[src/rtl/store_cntrl_if.sv]
// rtl/store_cntrl_if.sv - store request and data-memory write bus bundle for store_cntrl
//
// Purpose: groups the pipeline store handshake, the data-memory req/gnt write bus
//          and the status pulses of store_cntrl into one bundle.
// Signals:
//   st_valid_i / st_ready_o   store handshake (accepted when both are 1)
//   st_addr_i  [31:0]         byte address of the store
//   st_data_i  [31:0]         rs2 data, LSB-aligned
//   st_size_i  [1:0]          00=SB 01=SH 10=SW 11=illegal
//   dmem_req_o / dmem_gnt_i   memory write handshake
//   dmem_addr_o [31:0]        word address (bits [1:0] always 00)
//   dmem_wdata_o [31:0]       lane-positioned write data
//   dmem_be_o [3:0]           byte enables
//   st_done_o                 pulse: last access of a store granted
//   misalign_o                pulse: word-crossing store rejected
//   size_err_o                pulse: illegal size rejected
// Modports: slave = store_cntrl side, master = pipeline/memory side.
interface store_cntrl_if;
   logic        st_valid_i;
   logic        st_ready_o;
   logic [31:0] st_addr_i;
   logic [31:0] st_data_i;
   logic [1:0]  st_size_i;
   logic        dmem_req_o;
   logic        dmem_gnt_i;
   logic [31:0] dmem_addr_o;
   logic [31:0] dmem_wdata_o;
   logic [3:0]  dmem_be_o;
   logic        st_done_o;
   logic        misalign_o;
   logic        size_err_o;

   modport slave (
      input  st_valid_i,
      output st_ready_o,
      input  st_addr_i,
      input  st_data_i,
      input  st_size_i,
      output dmem_req_o,
      input  dmem_gnt_i,
      output dmem_addr_o,
      output dmem_wdata_o,
      output dmem_be_o,
      output st_done_o,
      output misalign_o,
      output size_err_o
   );

   modport master (
      output st_valid_i,
      input  st_ready_o,
      output st_addr_i,
      output st_data_i,
      output st_size_i,
      input  dmem_req_o,
      output dmem_gnt_i,
      input  dmem_addr_o,
      input  dmem_wdata_o,
      input  dmem_be_o,
      input  st_done_o,
      input  misalign_o,
      input  size_err_o
   );
endinterface

[src/rtl/store_cntrl.sv]
// rtl/store_cntrl.sv - MEM-stage store path: byte-lane placement, byte enables, split word writes
//
// Purpose: accepts a store (address, rs2 data, size) from the pipeline, positions the
//          data in byte lanes, generates byte enables and issues one or two word
//          writes to data memory over a req/gnt handshake. A store that crosses a
//          word boundary is split into two accesses (or rejected when
//          ALLOW_MISALIGNED=0). The pipeline is held off via st_ready_o while busy.
// Parameters:
//   ALLOW_MISALIGNED  1: split word-crossing stores, 0: reject them on misalign_o
// Ports:
//   clk_i    core clock
//   rst_ni   asynchronous active-low reset
//   bus      store_cntrl_if.slave (store handshake, dmem write bus, status pulses)
module store_cntrl #(
   parameter int unsigned ALLOW_MISALIGNED = 1
) (
   input  logic          clk_i,
   input  logic          rst_ni,
   store_cntrl_if.slave  bus
);

   localparam logic [1:0] S_IDLE = 2'd0;
   localparam logic [1:0] S_REQ0 = 2'd1;
   localparam logic [1:0] S_REQ1 = 2'd2;

   localparam bit SPLIT_EN = (ALLOW_MISALIGNED != 0);

   logic [1:0]  state_q;
   logic        ready_q;
   logic        req_q;
   logic [31:0] addr_q;
   logic [31:0] wdata_q;
   logic [3:0]  be_q;
   logic        done_q;
   logic        misalign_q;
   logic        size_err_q;

   // Second-half data of a split store, captured at accept.
   logic        split_q;
   logic [3:0]  hi_be_q;
   logic [31:0] hi_wdata_q;

   logic [1:0]  off;
   logic [3:0]  mask;
   logic [31:0] data_m;
   logic        crosses;
   logic [7:0]  wide_be;
   logic [63:0] wide_wd;

   // Lane placement over an 8-byte window so a crossing store's upper part lands
   // in [7:4]/[63:32]. Data is truncated to the access size first so lanes outside
   // the byte enables are driven as zeros.
   always_comb begin
      off     = bus.st_addr_i[1:0];
      mask    = 4'b0000;
      data_m  = 32'h0000_0000;
      crosses = 1'b0;
      case (bus.st_size_i)
         2'b00: begin
            mask   = 4'b0001;
            data_m = {24'h00_0000, bus.st_data_i[7:0]};
         end
         2'b01: begin
            mask    = 4'b0011;
            data_m  = {16'h0000, bus.st_data_i[15:0]};
            crosses = (off == 2'b11);
         end
         2'b10: begin
            mask    = 4'b1111;
            data_m  = bus.st_data_i;
            crosses = (off != 2'b00);
         end
         default: begin
            mask   = 4'b0000;
            data_m = 32'h0000_0000;
         end
      endcase
      wide_be = {4'b0000, mask} << off;
      wide_wd = {32'h0000_0000, data_m} << {off, 3'b000};
   end

   always_ff @(posedge clk_i or negedge rst_ni) begin
      if (!rst_ni) begin
         state_q    <= S_IDLE;
         ready_q    <= 1'b1;
         req_q      <= 1'b0;
         addr_q     <= 32'h0000_0000;
         wdata_q    <= 32'h0000_0000;
         be_q       <= 4'b0000;
         done_q     <= 1'b0;
         misalign_q <= 1'b0;
         size_err_q <= 1'b0;
         split_q    <= 1'b0;
         hi_be_q    <= 4'b0000;
         hi_wdata_q <= 32'h0000_0000;
      end else begin
         done_q     <= 1'b0;
         misalign_q <= 1'b0;
         size_err_q <= 1'b0;
         case (state_q)
            S_IDLE: begin
               if (bus.st_valid_i) begin
                  if (bus.st_size_i == 2'b11) begin
                     size_err_q <= 1'b1;
                  end else if (crosses && !SPLIT_EN) begin
                     misalign_q <= 1'b1;
                  end else begin
                     state_q    <= S_REQ0;
                     ready_q    <= 1'b0;
                     req_q      <= 1'b1;
                     addr_q     <= {bus.st_addr_i[31:2], 2'b00};
                     be_q       <= wide_be[3:0];
                     wdata_q    <= wide_wd[31:0];
                     split_q    <= crosses;
                     hi_be_q    <= wide_be[7:4];
                     hi_wdata_q <= wide_wd[63:32];
                  end
               end
            end
            S_REQ0: begin
               if (bus.dmem_gnt_i) begin
                  if (split_q) begin
                     // Address wraps naturally at 2^32.
                     state_q <= S_REQ1;
                     addr_q  <= addr_q + 32'd4;
                     be_q    <= hi_be_q;
                     wdata_q <= hi_wdata_q;
                  end else begin
                     state_q <= S_IDLE;
                     ready_q <= 1'b1;
                     req_q   <= 1'b0;
                     be_q    <= 4'b0000;
                     done_q  <= 1'b1;
                  end
               end
            end
            S_REQ1: begin
               if (bus.dmem_gnt_i) begin
                  state_q <= S_IDLE;
                  ready_q <= 1'b1;
                  req_q   <= 1'b0;
                  be_q    <= 4'b0000;
                  done_q  <= 1'b1;
               end
            end
            default: begin
               state_q <= S_IDLE;
               ready_q <= 1'b1;
               req_q   <= 1'b0;
               be_q    <= 4'b0000;
            end
         endcase
      end
   end

   assign bus.st_ready_o   = ready_q;
   assign bus.dmem_req_o   = req_q;
   assign bus.dmem_addr_o  = addr_q;
   assign bus.dmem_wdata_o = wdata_q;
   assign bus.dmem_be_o    = be_q;
   assign bus.st_done_o    = done_q;
   assign bus.misalign_o   = misalign_q;
   assign bus.size_err_o   = size_err_q;

endmodule

[src/flat_wrapper.sv]
// flat-port wrapper written by rule: the top's interface ports become plain ports
module store_cntrl_flat 
#(
   parameter int unsigned ALLOW_MISALIGNED = 1
)
  (clk_i, rst_ni, bus_st_valid_i, bus_st_ready_o, bus_st_addr_i, bus_st_data_i, bus_st_size_i, bus_dmem_req_o, bus_dmem_gnt_i, bus_dmem_addr_o, bus_dmem_wdata_o, bus_dmem_be_o, bus_st_done_o, bus_misalign_o, bus_size_err_o);
  store_cntrl_if bus_i ();
  input  logic clk_i;
  input  logic rst_ni;
  input wire logic [$bits(bus_i.st_valid_i)-1:0] bus_st_valid_i;
  output wire logic [$bits(bus_i.st_ready_o)-1:0] bus_st_ready_o;
  input wire logic [$bits(bus_i.st_addr_i)-1:0] bus_st_addr_i;
  input wire logic [$bits(bus_i.st_data_i)-1:0] bus_st_data_i;
  input wire logic [$bits(bus_i.st_size_i)-1:0] bus_st_size_i;
  output wire logic [$bits(bus_i.dmem_req_o)-1:0] bus_dmem_req_o;
  input wire logic [$bits(bus_i.dmem_gnt_i)-1:0] bus_dmem_gnt_i;
  output wire logic [$bits(bus_i.dmem_addr_o)-1:0] bus_dmem_addr_o;
  output wire logic [$bits(bus_i.dmem_wdata_o)-1:0] bus_dmem_wdata_o;
  output wire logic [$bits(bus_i.dmem_be_o)-1:0] bus_dmem_be_o;
  output wire logic [$bits(bus_i.st_done_o)-1:0] bus_st_done_o;
  output wire logic [$bits(bus_i.misalign_o)-1:0] bus_misalign_o;
  output wire logic [$bits(bus_i.size_err_o)-1:0] bus_size_err_o;
  assign bus_i.st_valid_i = bus_st_valid_i;
  assign bus_st_ready_o = bus_i.st_ready_o;
  assign bus_i.st_addr_i = bus_st_addr_i;
  assign bus_i.st_data_i = bus_st_data_i;
  assign bus_i.st_size_i = bus_st_size_i;
  assign bus_dmem_req_o = bus_i.dmem_req_o;
  assign bus_i.dmem_gnt_i = bus_dmem_gnt_i;
  assign bus_dmem_addr_o = bus_i.dmem_addr_o;
  assign bus_dmem_wdata_o = bus_i.dmem_wdata_o;
  assign bus_dmem_be_o = bus_i.dmem_be_o;
  assign bus_st_done_o = bus_i.st_done_o;
  assign bus_misalign_o = bus_i.misalign_o;
  assign bus_size_err_o = bus_i.size_err_o;
  store_cntrl #(.ALLOW_MISALIGNED(ALLOW_MISALIGNED)) u_core (.clk_i(clk_i), .rst_ni(rst_ni), .bus(bus_i));
endmodule
[config.mk]
export PLATFORM = sky130hd
export DESIGN_NAME = store_cntrl_flat
export DESIGN_NICKNAME = d
export VERILOG_FILES = /design/src/rtl/store_cntrl_if.sv /design/src/rtl/store_cntrl.sv /design/src/flat_wrapper.sv
export SDC_FILE = /design/constraint.sdc
export NUM_CORES = 1
export LEC_CHECK = 0
export ABC_AREA = 1
export ABC_CLOCK_PERIOD_IN_PS = 3700
export CORE_MARGIN = 3
export CORE_UTILIZATION = 50
export CTS_CLUSTER_DIAMETER = 60
export DETAILED_ROUTE_END_ITERATION = 6
export GPL_ROUTABILITY_DRIVEN = 0
export HOLD_SLACK_MARGIN = 0.02
export PLACE_DENSITY = 0.76
export SYNTH_ARGS = -nofsm -noshare
export SYNTH_HDL_FRONTEND = slang
export SYNTH_SLANG_ARGS = --single-unit
[constraint.sdc]
create_clock -name clk_i -period 3.7 [get_ports clk_i]
set_input_delay 0.74 -clock clk_i [delete_from_list [all_inputs] [get_ports clk_i]]
set_output_delay 0.74 -clock clk_i [all_outputs]
set_load 0.02 [all_outputs]
==> metrics <==
run status finished, final reports clean; Hold Crit Class in -> async; max-slew violations 0; vias in the first global route a little under 6000; Hold Buf Count CTS 0; Iteration-0 DRC Markers 558; row count 39; Core Area roughly 12000 um^2; Final Hold Fails 0; CP max stage cell nor2_4; initial antenna violation count 0; CTS tree done; largest delay contributor family on the critical path simple AND/OR/NAND/NOR gates; diode count 0; CP arrival 2.87 ns; first-pass GRT wire length 30000 um; #FFs+latches synth 100; sequential element share of the synthesized area 40.9%; via count 6359; die width 117 um; clock tree buffer depth 2; DRC viols 0; post-CTS sizing 0; routed vias/inst 5.47; final worst slack approximately 1.1 ns; root buf cell clkbuf_16; number of port buffers 139; Clock Latency Late Sink approximately 0.36 ns; Synth async-reset ratio 100%; share of cells above drive strength 1 5.20%; Syn Inst Count around 900; post-placement setup slack ~0.76 ns; Final min period 2.60 ns; first-pass detailed-route iteration total 6; Synth cell types 37; Max Cap Viol 0; final WL 18800 um; clock skew 0.00848 ns; Placed Area 7540 um^2; I/O pins 143; Post-CTS Setup Repair Bufs 0; H-tree Lvls 3; Final TNS setup 0 ns; Power Density 735 nW/um^2; Tcrit/Tclk final 70.3%; Top FF cell, synth dfrtp_1; kind of critical path in -> reg; Max Fclk about 380 MHz; reg2reg start u_core.state_q[1]; VDD IR max 0.000602 V; final instance area 7870 um^2; crit-path max cell delay 0.47 ns; final setup violation count 0; final HPWL from detailed placement approximately 14000 um; Least-Margin Pin Slew roughly 0.78 ns; CP startpoint kind input port; # nets final 1093; synth-to-layout area growth 28.5%; Reg2Reg Setup Slack 1.37 ns; TritonCTS Buffers 9; Fill cells 1064; Final Util 67.2%; Starting Density 52.3%; RR Endpoint u_core.bus.dmem_wdata_o[8]; critical path, cell by cell clkdlybuf4s50_1, ha_1, inv_1, a21oi_4, nor2_4, nand2_8, nor2_4, nand2_1, o211ai_1; Reg2Reg Depth 8; gr usage total 28.3%; Syn Area/Cell 6.87 um^2; Setup crit end kind register; average wire per standard cell 16.1 um; setup repair after global routing missed its margin false; Syn Std Cell Area 6120 um^2; Post-synth EDFFs 0; clk slew on worst S/H paths 0.07 ns; largest net degree at the start of global routing about 60; leakage around 3.7 nW; Antenna Nets Post-Route 0; GRT overflow 0; CP required approximately 4.0 ns; Slew headroom a little under half; Yosys warning count 0; Die H 117 um; CTS sink cnt 100; CP most frequent cell nor2_4; Worst Path Max Fanout between 40 and 50; Worst Path Buf+Inv 2; die area 13600 um^2
==> state kept, by name (all words and copies together) (netlist names) <==
signal                   flops
u_core.hi_wdata_q           24
u_core.state_q               2
u_core.bus.dmem_be_o         4
u_core.bus.st_done_o         1
u_core.hi_be_q               3
u_core.bus.size_err_o        1
u_core.bus.st_ready_o        1
u_core.bus.dmem_wdata_o     32
u_core.split_q               1
u_core.bus.dmem_addr_o      30
u_core.bus.dmem_req_o        1
==> area by class of cell <==
cell class,instances,area [um^2],share of cell area [%]
Timing Repair Buffer,147,1460,18.6
Tap cell,143,179,2.27
Inverter,103,394,5.01
Clock inverter,6,91.3,1.16
Clock buffer,10,239,3.04
Multi-Input combinational cell,654,3000,38.2
Sequential cell,100,2500,31.8
==> through the flow <==
| stage | instances | total power [mW] | hold WS, ns |
|---|---|---|---|
| 2_1_floorplan | 894 | 3.62 | 0.444 |
| 3_3_place_gp | 1147 | 4.67 | 0.462 |
| 3_5_place_dp | 1147 | 4.73 | 0.470 |
| 4_1_cts | 1163 | 5.80 | 0.483 |
| 5_1_grt | 1163 | 6.20 | 0.503 |
| 6_report | 1163 | 5.78 | 0.447 |
==> worst max path at each step <==
stage	from	endpoint	slack, ns	depth (start not counted)
after global routing	bus_st_addr_i[1]	u_core.hi_wdata_q[22]	0.91	5
after global placement	bus_st_addr_i[1]	u_core.hi_wdata_q[16]	0.84	5
after CTS	bus_st_size_i[0]	u_core.bus.dmem_wdata_o[8]	1.14	9
final	bus_st_size_i[0]	u_core.bus.dmem_wdata_o[8]	1.10	9
after detailed placement	bus_st_size_i[0]	u_core.bus.dmem_wdata_o[8]	0.76	9
after floorplan	bus_st_size_i[0]	u_core.bus.dmem_wdata_o[18]	1.72	13
==> routing by layer <==
| metal | global-route usage (%) | share of wire (%) | vias to the layer above |
|---|---|---|---|
| met4 | 9.79 | 2.5 | 0 |
| met5 | 0 | 0 | - |
| li1 | - | - | 3059 |
| met2 | 43.7 | 46 | 292 |
| met3 | 5.80 | 8.1 | 38 |
| met1 | 39.9 | 43 | 2970 |
==> kinds of logic after synthesis <==
kind of cell             after synthesis  share of synthesized area, %
XOR/XNOR                               1                         0.143
AO/OA/AOI/OAI                        106                          10.8
adder cells (fa/ha/maj)                8                          1.63
flip-flops                           100                          40.9
other                                  1                        0.0612
buffers and inverters                140                          10.2
AND/OR/NAND/NOR                      536                          36.3
==> worst register-to-register path: stages (launching register included) <==
cell and delay, ns:
dfrtp_1 0.38, inv_1 0.09, ha_1 0.42, nor2_1 0.13, a21oi_4 0.25, nand2_8 0.26
nor2_4 0.48, nand2_1 0.13, o211ai_1 0.11
==> report_power, final <==
part	total [mW]	internal, mW	leakage [nW]	switching, mW
clock	1.06	0.618	0.164	0.439
combinational	2.89	1.11	2.28	1.78
sequential	1.84	1.48	1.29	0.361
total	5.78	3.21	3.73	2.58
==> synth_stat cells (2+ instances only) <==
cell      count  area share [%]
dfrtp_1      99              40
a21oi_1       9            0.74
nor2_4        5            0.92
inv_1        96             5.9
a31oi_1       8            0.82
buf_6         5            0.92
o22ai_1      19             1.9
nand3_1      75             6.1
a22oi_1       2            0.25
o21ai_0      32             2.6
or2_2         2            0.20
buf_1         2            0.12
clkbuf_1      3            0.18
o211ai_1     15             1.8
o21ai_1      10            0.82
nor3_1       12            0.98
nor2_2        7            0.71
buf_2        19             1.6
o311ai_0      5            0.71
a21oi_4       2            0.53
nor2_1      108             6.6
ha_1          8             1.6
inv_2         6            0.37
nand2_1     323              20
buf_4         8            0.98
==> placed cells by master (no fill, tap or decap), types with 6 or more instances in the layout <==
cell type	count
nor3_1	12
clkbuf_16	9
dfrtp_1	99
nor2_1	108
nor2_2	7
o21ai_0	32
o21ai_1	10
a31oi_1	8
o22ai_1	19
a21oi_1	9
nand2_1	323
inv_2	6
ha_1	8
buf_4	8
inv_1	96
clkdlybuf4s50_1	138
o211ai_1	15
nand3_1	75
Power figures use the tool's default switching activity.
